===== src/rtl/tpu_pkg.sv =====
// Shared definitions for the tpu host-side loader: header opcodes, loader
// states and the header field layout.
package tpu_pkg;

  typedef enum logic [1:0] {
    OP_WEIGHT = 2'b00,
    OP_INPUT  = 2'b01,
    OP_INSTR  = 2'b10,
    OP_START  = 2'b11
  } opcode_t;

  typedef enum logic [1:0] {
    IDLE,
    LOAD,
    START,
    RUN
  } ld_state_t;

  // Header byte layout: opcode in the top two bits, (length - 1) below it.
  localparam int HDR_OP_HI  = 7;
  localparam int HDR_OP_LO  = 6;
  localparam int HDR_LEN_HI = 5;
  localparam int HDR_LEN_LO = 0;
  localparam int HDR_LEN_W  = HDR_LEN_HI - HDR_LEN_LO + 1;

endpackage


===== src/rtl/host_loader.sv =====
// Host byte-stream loader: decodes packet headers and forwards payload bytes
// onto ui_in with one fetch strobe, or runs the start pulse plus lockout window.
module host_loader
  import tpu_pkg::*;
#(
  parameter int START_CYCLES = 2,
  parameter int RUN_CYCLES   = 32,
  parameter int LEN_W        = HDR_LEN_W
) (
  input  logic       clk,
  input  logic       reset,
  input  logic [7:0] host_data,
  input  logic       host_valid,
  output logic       host_ready,
  output logic [7:0] ui_in,
  output logic       fetch_w,
  output logic       fetch_inp,
  output logic       fetch_ins,
  output logic       start,
  output logic       busy,
  output logic       pkt_done
);

  localparam int MAX_CYC = (START_CYCLES > RUN_CYCLES) ? START_CYCLES : RUN_CYCLES;
  localparam int CYC_W   = $clog2(MAX_CYC) + 1;
  localparam int CNT_W   = ((LEN_W + 1) > CYC_W) ? (LEN_W + 1) : CYC_W;

  ld_state_t        state;
  opcode_t          target;
  opcode_t          hdr_op;
  logic [CNT_W-1:0] cnt;
  logic             xfer;

  // Ready depends only on state (and reset), never on host_valid, so the
  // host may wait for ready before presenting data without a comb loop.
  assign host_ready = reset && ((state == IDLE) || (state == LOAD));
  assign xfer       = host_valid && host_ready;
  assign hdr_op     = opcode_t'(host_data[HDR_OP_HI:HDR_OP_LO]);

  // NOTE: all state here uses non-blocking assignments so every register
  // samples pre-edge values; blocking writes would make results order-dependent.
  always_ff @(posedge clk or negedge reset) begin
    if (!reset) begin
      state     <= IDLE;
      target    <= OP_WEIGHT;
      cnt       <= '0;
      ui_in     <= '0;
      fetch_w   <= 1'b0;
      fetch_inp <= 1'b0;
      fetch_ins <= 1'b0;
      start     <= 1'b0;
      busy      <= 1'b0;
      pkt_done  <= 1'b0;
    end else begin
      fetch_w   <= 1'b0;
      fetch_inp <= 1'b0;
      fetch_ins <= 1'b0;
      pkt_done  <= 1'b0;

      case (state)
        IDLE: begin
          if (xfer) begin
            busy <= 1'b1;
            if (hdr_op == OP_START) begin
              state <= START;
              start <= 1'b1;
              cnt   <= CNT_W'(START_CYCLES - 1);
            end else begin
              state  <= LOAD;
              target <= hdr_op;
              cnt    <= CNT_W'(host_data[LEN_W-1:0]) + CNT_W'(1);
            end
          end
        end

        LOAD: begin
          if (xfer) begin
            ui_in <= host_data;
            case (target)
              OP_WEIGHT: fetch_w   <= 1'b1;
              OP_INPUT:  fetch_inp <= 1'b1;
              default:   fetch_ins <= 1'b1;
            endcase
            cnt <= cnt - CNT_W'(1);
            if (cnt == CNT_W'(1)) begin
              state    <= IDLE;
              busy     <= 1'b0;
              pkt_done <= 1'b1;
            end
          end
        end

        START: begin
          if (cnt == '0) begin
            state <= RUN;
            start <= 1'b0;
            cnt   <= CNT_W'(RUN_CYCLES - 1);
          end else begin
            cnt <= cnt - CNT_W'(1);
          end
        end

        RUN: begin
          if (cnt == '0) begin
            state    <= IDLE;
            busy     <= 1'b0;
            pkt_done <= 1'b1;
          end else begin
            cnt <= cnt - CNT_W'(1);
          end
        end

        default: begin
          state <= IDLE;
          start <= 1'b0;
          busy  <= 1'b0;
        end
      endcase
    end
  end

endmodule


===== config.mk =====
export PLATFORM = sky130hd
export DESIGN_NAME = host_loader
export DESIGN_NICKNAME = d
export VERILOG_FILES = /design/src/rtl/tpu_pkg.sv /design/src/rtl/host_loader.sv
export SDC_FILE = /design/constraint.sdc
export NUM_CORES = 1
export LEC_CHECK = 0
export CORE_MARGIN = 8
export CORE_UTILIZATION = 40
export CTS_CLUSTER_SIZE = 40
export DETAILED_ROUTE_END_ITERATION = 10
export PLACE_DENSITY = 0.65
export SLEW_MARGIN = 10
export SYNTH_ARGS = -nofsm -noshare
export SYNTH_HDL_FRONTEND = slang
export SYNTH_SLANG_ARGS = --single-unit

===== constraint.sdc =====
create_clock -name clk -period 5 [get_ports clk]
set_clock_uncertainty 0.2 [all_clocks]
set_input_delay 0.5 -clock clk [delete_from_list [all_inputs] [get_ports clk]]
set_output_delay 0.5 -clock clk [all_outputs]
set_load 0.02 [all_outputs]

==> impl_results.md, run 1 <==
- Status: finished, final reports clean
- Post-layout util: between 50% and 60%
- Final ANT Viol Nets: 0
- Clock power frac: between 10% and 20%
- Synthesized area per cell: between 10 and 15 µm²
- # diodes: 0
- NetSw: 0.341 mW
- DP Area: about 0.0017 mm²
- Vias in the first global route: roughly 1200
- Syn nets: approximately 150
- H-tree depth: 1
- Clk buf depth: 2
- Die Area: about 0.0057 mm²
- Combinational fraction of design power: between 40% and 50%
- Post-CTS Setup Repair Bufs: 0
- P_int: a little under 0.5 mW
- Post-CTS Resized: 0
- Drt pass-1 iters: 4
- Post-Syn Instances: 137
- Critical Path Source Type: input pin
- DR vias: around 1200
- Post-CTS Hold Fix Bufs: 0
- Leakage: ~0.70 nW
- Sw Share: 41.1%
- WP data arrival: ~2.1 ns
- Post-route cell area: approximately 0.0017 mm²
- DRC viols: 0
- Hold Path Class: reg -> reg
- Min Hold Slack: about 0.27 ns
- Initial antenna violation count: 0
- Max-Cap Viols: 0
- DP HPWL: 2600 µm
- DRT iter0 DRCs: between 90 and 100
- Total Power: between 0.8 and 0.9 mW
- Clock latency at the later pin of the worst-skew pair: 0.34 ns
- Slew margin rel.: 35.1%
- Seq/Total Area, Yosys: around 45%
- Die X: ~75 µm
- TritonCTS clock tree: built
- Final setup vio count: 0
- Core footprint: between 0.003 and 0.004 mm²
- Achievable Freq: between 300 and 400 MHz
- Most frequent cells in the layout: dfrtp_1 (25), clkdlybuf4s50_1 (25), nand2_1 (10), mux2_2 (10), o21ai_0 (7)
- DRT Wirelength: roughly 3500 µm
- Slew Limit Fails: 0
- Critical path class: in -> out
- Worst endpoint required time: between 4 and 5 ns
- Critical path capture point type: primary output
- Layout cells sized above 1: between 10% and 20%
- RSZ-0062 raised after global routing: no
- Sequential Power Share: 43.4%
- Setup TNS: 0 ns
- # IOs: 26
- Post-route clock period utilization: a little under three fifths
- Worst-margin pin slew: 0.968 ns
- Average wire per cell in the routed design: between 15 and 20 µm
- Reg clk slew, reported paths: about 0.15 ns
- Initial core utilization: a little over two fifths
- Final Hold Viols: 0
- CTS sink cnt: 25
- Number of vias per cell: 5.75
- Port Buffers: 25
- Fin nets: about 180
- Placer's final routability congestion estimate: between 0.8 and 0.9
- Power Dens Cells: slightly below 500 mW/mm²
- Critical Path Fanout Max: 28
- Root Driver: clkbuf_4
- Row count: 21
- GRT Util Overall: between 10% and 20%
- Gr ovfl total: 0
- Fin crit period: 2.81 ns
- Worst IR Drop VDD: between 0.2 and 0.3 mV
- Yosys cell types: 40
- Inserted Clock Buffers: 3
- First-pass GRT wire length: about 6000 µm
- Flop and latch count out of synthesis: 25
- Pin count of the biggest net entering global routing: 29
- Post-Syn Area: roughly 0.0014 mm²
- Die H: roughly 75 µm
- Area growth from synthesis to final layout: 21.8%
- Yosys warning total: 0
[state kept, by name, indices dropped and copies added, names as in the netlist, 2 cells and up]
| register | flops |
|---|---|
| ui_in | 8 |
| cnt | 7 |
| state | 2 |
| target | 2 |
[power groups by stage]
stage	sequential, mW	clock [mW]	combinational (mW)
final	0.360	0.0999	0.370
after global routing	0.376	0.113	0.412
after CTS	0.361	0.106	0.373
after detailed placement	0.363	0	0.370
after global placement	0.360	0	0.360
after floorplan	0.370	0	0.225
[synth_stat cells]
library cell	instances	area, µm²
dfrtp_1	25	626
mux2_2	10	113
nand2_1	10	37.5
o21ai_0	7	35.0
nor2_1	6	22.5
clkbuf_1	5	18.8
inv_1	5	18.8
nor3_1	5	25.0
a21oi_1	4	20.0
ha_1	4	50.1
nand3_1	4	20.0
a211oi_1	3	22.5
a31oi_1	3	18.8
nand2b_1	3	18.8
o211ai_1	3	22.5
o22ai_1	3	18.8
o31ai_1	3	22.5
xnor2_1	3	26.3
a211o_1	2	17.5
a22o_1	2	17.5
buf_6	2	22.5
nand3b_1	2	15.0
nor2b_1	2	12.5
nor4_1	2	12.5
o2bb2ai_1	2	17.5
or2_2	2	12.5
or4_1	2	15.0
a2111o_1	1	11.3
a221oi_1	1	8.76
a22oi_1	1	7.51
and2_1	1	6.26
and3_1	1	6.26
nand4b_1	1	8.76
nor3b_1	1	7.51
nor4_2	1	12.5
o21bai_1	1	7.51
o221ai_1	1	8.76
o31ai_4	1	21.3
or3_1	1	6.26
or4_4	1	11.3
[per-layer routing]
metal	part of all wire (%)	routed length, µm	GRT usage [%]	vias up
li1	-	-	-	560
met1	44	1530	17.3	574
met2	46	1610	21.5	44
met3	8.2	285	4.53	6
met4	1.4	47	4.90	0
met5	0	0	0	-
[worst max-delay path: stages]
cell	delay, ns
clkdlybuf4s50_1	0.46
buf_4	0.32
nor2b_1	0.21
clkdlybuf4s50_1	0.62
[through the flow]
stage / instances / worst slack [ns]
CTS: 206 / 2.15
floorplan: 137 / 2.93
global placement: 202 / 2.07
finish: 206 / 2.19
detailed placement: 202 / 1.99
global route: 206 / 2.05
[cells by family after synthesis]
kind of cell	share of synthesized area [%]
fa+ha+maj	3.57
flops	44.6
buf+inv	4.28
simple gates	17.8
mux	8.03
compound gates	19.8
xor+xnor	1.87
[worst paths after layout]
path	end	cells past startpoint	from	slack [ns]
max	host_ready	4	reset	2.19
min	fetch_w	1	target[0]	0.27
max reg2reg	target[0]	3	state[0]	2.61
min reg2reg	fetch_w	1	target[0]	0.27
max in group asynchronous	ui_in[3]	2	reset	4.03
min in group asynchronous	busy	2	reset	0.31
[final cells by class]
class,instances,area [µm²]
clock buffers,3,22.5
flip-flops and latches,25,626
repair buffers,26,258
multi-input cells,100,717
fillers,351,1660
clock inverters,1,8.76
inverters,5,18.8
well taps,46,57.6
Power figures use the tool's default switching activity.
==> run 2, diff against run 1 <==
--- a/config.mk
+++ b/config.mk
@@ -9,7 +9,7 @@
 export CORE_UTILIZATION = 40
 export CTS_CLUSTER_SIZE = 40
 export DETAILED_ROUTE_END_ITERATION = 10
-export PLACE_DENSITY = 0.65
+export PLACE_DENSITY = 0.67
 export SLEW_MARGIN = 10
 export SYNTH_ARGS = -nofsm -noshare
 export SYNTH_HDL_FRONTEND = slang
==> constraint.sdc (replaced) <==
create_clock -name clk -period 2.37 [get_ports clk]
set_clock_uncertainty 0.2 [all_clocks]
set_input_delay 0.237 -clock clk [delete_from_list [all_inputs] [get_ports clk]]
set_output_delay 0.237 -clock clk [all_outputs]
set_load 0.02 [all_outputs]
==> run 2 against run 1 <==
Net effect: register-to-register slack lost 2.3 ns; largest cell class unchanged; die area unchanged; sequential share of layout area decreased by 0.79 points; global-route usage down 0.32 points; first-iteration DRC count up 16%.
==> impl_results.md, run 2 (same netlist as run 1, synthesis figures left out) <==
- Status: finished, final reports clean
- Leakage: 0.728 nW
- Met2 routed WL: 1490 µm
- Path depth of the worst reg2reg path: 4
- Clock power frac: 11.9%
- Core footprint: 0.00336 mm²
- Worst r2r src: cnt[3]
- Worst-margin pin slew: 0.430 ns
- Critical Path Max Stage Delay: around 0.63 ns
- Reg-to-reg endpoint: cnt[6]
- Clock latency at the later pin of the worst-skew pair: roughly 0.34 ns
- Inserted Clock Buffers: 3
- Die X: 75.2 µm
- FF-to-FF setup slack: 0.29 ns
- # diodes: 0
- Max-Cap Viols: 0
- DP HPWL: roughly 2600 µm
- TritonCTS clock tree: built
- Layout cells sized above 1: ~15%
- Setup TNS: 0 ns
- Post-CTS Hold Fix Bufs: 0
- Hold Path Class: in -> async
- Combinational fraction of design power: between 40% and 50%
- Final ANT Viol Nets: 0
- Clk buf depth: 2
- CP Cell Sequence: nor2b_1 > clkdlybuf4s50_1
- Post-CTS Resized: 0
- # IOs: 26
- DR vias: about 1200
- Buf/Inv on CP: 1
- DRT iter0 DRCs: 107
- Die Area: approximately 0.0057 mm²
- Final Hold Viols: 0
- Fin cells: roughly 210
- Post-CTS Setup Repair Bufs: 0
- DP Area: 0.00171 mm²
- Root Driver: clkbuf_4
- Critical Path Fanout Max: 14
- Post-route clock period utilization: between 90 and 100%
- RSZ-0062 raised after global routing: no
- Min Hold Slack: ~0.08 ns
- Post-layout util: about 52%
- Number of vias per cell: 5.58
- Vias in the first global route: 1239
- Initial antenna violation count: 0
- Slew margin rel.: 71.0%
- Power Dens Cells: roughly 1000 mW/mm²
- Detail Route met3 WL: between 200 and 300 µm
- First-pass GRT wire length: between 5000 and 6000 µm
- Critical Path Start: state[1]
- Highest metal used: met4
- Final setup vio count: 0
- Placed cells: between 200 and 250
- Sequential Power Share: 41.7%
- H-tree depth: 1
- P_int: between 1 and 1.5 mW
- Pin count of the biggest net entering global routing: 28
- Most frequent cells in the layout: dfrtp_1 (25), clkdlybuf4s50_1 (25), nand2_1 (10), mux2_2 (10), o21ai_0 (7)
- Post-route cell area: roughly 0.0017 mm²
- Slew Limit Fails: 0
- Sw Share: roughly two fifths
- WP data arrival: 1.76 ns
- DRT met1 WL: approximately 1600 µm
- Critical Path Source Type: flop
- WP depth: 2
- Critical path capture point type: primary output
- Fin crit period: about 2.2 ns
- Area growth from synthesis to final layout: 24.4%
- Worst endpoint required time: slightly below 2 ns
- Number of flip-flops in the largest register: 8
- Critical path class: reg -> out
- Placer's final routability congestion estimate: 0.888
- Regs by FF count: ui_in (8), cnt (7)
- Average wire per cell in the routed design: between 15 and 20 µm
- Worst path slowest cell: clkdlybuf4s50_1
- Achievable Freq: between 400 and 500 MHz
- DRT Wirelength: 3460 µm
- CTS sink cnt: 25
- DRC viols: 0
- NetSw: a little over 0.7 mW
- Fin nets: roughly 180
- Reg clk slew, reported paths: between 0.15 and 0.2 ns
- Die H: ~75 µm
- Gr ovfl total: 0
- Initial core utilization: a little over two fifths
- Top reg by flops: ui_in
- Drt pass-1 iters: 4
- Port Buffers: 25
- CP Capture Point: host_ready
- Worst IR Drop VDD: 0.504 mV
- Crit path max-delay family: buffers and inverters
- GRT Util Overall: 13.5%
- Row count: 21
[run 2: cell types whose count changed in the layout (fill, tap and decap cells not counted)]
cell   change
buf_4      +5
[run 2: area by class of cell]
cell class              count  area, µm²
clock buffers               3       22.5
clock inverters             1       8.76
fillers                   346       1620
inverters                   5       18.8
multi-input cells         100        717
flip-flops and latches     25        626
well taps                  46       57.6
repair buffers             31        295
[run 2: worst min path at each step]
stage / start / to / slack [ns] / cells past startpoint
final: reset / busy / 0.08 / 2
after global routing: reset / busy / 0.11 / 2
after CTS: reset / busy / 0.07 / 2
after detailed placement: target[0] / fetch_w / 0.24 / 1
after global placement: target[0] / fetch_w / 0.24 / 1
after floorplan: reset / busy / -0.26 / 0
[run 2: metrics by stage]
step	total power [mW]	worst slack (ns)
5_1_grt	1.91	0.0759
3_5_place_dp	1.57	0.257
2_1_floorplan	1.25	0.366
3_3_place_gp	1.55	0.287
6_report	1.78	0.173
4_1_cts	1.79	0.152
[run 2: routing by layer]
metal	up-vias	track usage, %
li1	568	-
met4	0	7.46
met2	49	20.3
met1	551	16.7
met3	10	3.86
met5	-	0
[run 2: power groups by stage]
stage / sequential (mW) / clock [mW] / combinational (mW)
3_3_place_gp: 0.739 / 0 / 0.812
6_report: 0.743 / 0.212 / 0.826
5_1_grt: 0.770 / 0.237 / 0.905
4_1_cts: 0.739 / 0.227 / 0.827
3_5_place_dp: 0.749 / 0 / 0.821
2_1_floorplan: 0.780 / 0 / 0.474
[run 2: worst reg2reg max path, delay by kind of cell (launching register included)]
kind	cells	cell delay, ns
compound gates	3	0.72
flops	1	0.49
simple gates	1	0.62
==> run 3, diff against run 2 <==
--- a/config.mk
+++ b/config.mk
@@ -5,11 +5,13 @@
 export SDC_FILE = /design/constraint.sdc
 export NUM_CORES = 1
 export LEC_CHECK = 0
+export CAP_MARGIN = 20
 export CORE_MARGIN = 8
 export CORE_UTILIZATION = 40
 export CTS_CLUSTER_SIZE = 40
 export DETAILED_ROUTE_END_ITERATION = 10
-export PLACE_DENSITY = 0.67
+export DONT_BUFFER_PORTS = 1
+export PLACE_DENSITY = 0.57
 export SLEW_MARGIN = 10
 export SYNTH_ARGS = -nofsm -noshare
 export SYNTH_HDL_FRONTEND = slang
==> run 3 against run 2 <==
Net effect: sequential power is 13% higher; critical path depth is 4 higher; fmax is 3.3% higher; final area is 9.2% lower; clock power is 9.9% lower; clock-buffer cell count is 1 higher; hold slack worse by 0.062 ns; total power is 12% lower; via count is 5.3% lower.
==> impl_results.md, run 3 (same netlist as run 1, synthesis figures left out) <==
- Area growth from synthesis to final layout: 13.0%
- Hold Path Class: in -> reg
- RSZ-0062 raised after global routing: no
- DP HPWL: roughly 2500 µm
- Status: finished, final reports clean
- Highest metal used: met4
- Final ANT Viol Nets: 0
- Most frequent cells in the layout: dfrtp_1 (25), nand2_1 (10), mux2_2 (10)
- Average wire per cell in the routed design: about 17 µm
- Layout cells sized above 1: 15.5%
- Setup TNS: 0 ns
- Reg clk slew, reported paths: ~0.14 ns
- Critical path capture point type: flop
- Place WS: ~0.29 ns
- Total Power: approximately 1.6 mW
- # diodes: 0
- DRT Wirelength: ~3300 µm
- Critical path class: reg -> reg
- Initial core utilization: between 40% and 50%
- Row count: 21
- Final setup vio count: 0
- Placer's final routability congestion estimate: around 0.9
- # IOs: 26
- Max-Cap Viols: 0
- Critical Path Source Type: flop
- Worst IR Drop VDD: just under 0.5 mV
- Vias in the first global route: ~1100
- Clk buf depth: 2
- Post-CTS Setup Repair Bufs: 0
- Placed cells: 180
- Fin nets: 164
- Worst setup margin: around 0.24 ns
- Gr ovfl total: 0
- CTS sink cnt: 25
- Most common cell after layout, fill and taps aside: dfrtp_1
- DRC viols: 0
- Met2 routed WL: 1480 µm
- Root Driver: clkbuf_4
- Core footprint: between 0.003 and 0.004 mm²
- Port Buffers: 0
- DR vias: approximately 1100
- Fin cells: 194
- Min Hold Slack: roughly 0.018 ns
- Clock latency at the later pin of the worst-skew pair: approximately 0.32 ns
- DRT met1 WL: 1520 µm
- Final Hold Viols: 0
- Inserted Clock Buffers: 3
- Achievable Freq: about 470 MHz
- Worst endpoint required time: 2.39 ns
- Die H: 75.2 µm
- Top reg by flops: ui_in
- Drt pass-1 iters: 4
- Die Area: approximately 0.0057 mm²
- Post-route cell area: 0.00159 mm²
- TritonCTS clock tree: built
- Slew margin rel.: ~63%
- First-pass GRT wire length: ~5700 µm
- Post-route clock period utilization: roughly nine tenths
- Post-layout util: 47.1%
- Die X: approximately 75 µm
- WP data arrival: 2.14 ns
- Pin count of the biggest net entering global routing: 26
- DRT iter0 DRCs: 100
- Filler cells: ~340
- GRT Util Overall: between 10% and 20%
- Initial antenna violation count: 0
- Leakage: 0.669 nW
- Critical Path Fanout Max: 8
- Slew Limit Fails: 0
- Detail Route met3 WL: ~220 µm
- DP Area: between 0.001 and 0.0015 mm²
- Power Dens Cells: between 900 and 1000 mW/mm²
- Worst-margin pin slew: 0.549 ns
- H-tree depth: 1
- Number of vias per cell: 5.75
- Number of flip-flops in the largest register: 8
- Fin crit period: about 2.1 ns
- Regs by FF count: ui_in (8), cnt (7)
run 3: changes by cell type in the layout (fill, tap and decap cells not counted), sizes merged:
cell / previous run / this run
clkdlybuf4s50: 25 / 0
dlygate4sd3: 0 / 9
buf: 6 / 5
clkbuf: 3 / 4
inv: 6 / 5
run 3: critical path, cell delays in order, from the launching register on:
cell,delay [ns]
dfrtp_1,0.42
inv_1,0.12
ha_1,0.21
nor2b_1,0.23
a31oi_1,0.24
or2_2,0.38
a22o_1,0.21
run 3: final cells by class:
| cell class | count | area [µm²] | share of cell area, % |
|---|---|---|---|
| flip-flops and latches | 25 | 626 | 39.5 |
| inverters | 5 | 18.8 | 1.18 |
| repair buffers | 14 | 140 | 8.84 |
| multi-input cells | 100 | 717 | 45.2 |
| clock buffers | 4 | 26.3 | 1.66 |
| well taps | 46 | 57.6 | 3.63 |
run 3: metal layers:
layer	GRT usage, %	vias to the layer above
met2	19.4	32
met5	0	-
met4	4.05	0
met1	17.4	539
met3	3.73	8
li1	-	537
run 3: report_power, final:
part           total (mW)  internal (mW)  switching, mW  leakage, nW
Sequential          0.837          0.582          0.255        0.311
Combinational       0.546          0.258          0.287        0.343
Clock               0.191         0.0658          0.126       0.0150
Total                1.57          0.906          0.668        0.669
run 3: timing repair:
item | in CTS | in global routing
gates resized for setup | 0 | 0
hold buffers | 10 | 0
endpoints found under the hold margin | 37 | 0
run 3: path summary, 6_finish.rpt:
kind | end | cells after the start | start | slack, ns
min | pkt_done | 3 | reset | 0.02
min reg2reg | fetch_w | 1 | target[0] | 0.28
max | cnt[6] | 6 | cnt[0] | 0.24
min in group asynchronous | start | 2 | reset | 0.13
max in group asynchronous | cnt[3] | 2 | reset | 1.68
max reg2reg | cnt[6] | 6 | cnt[0] | 0.24
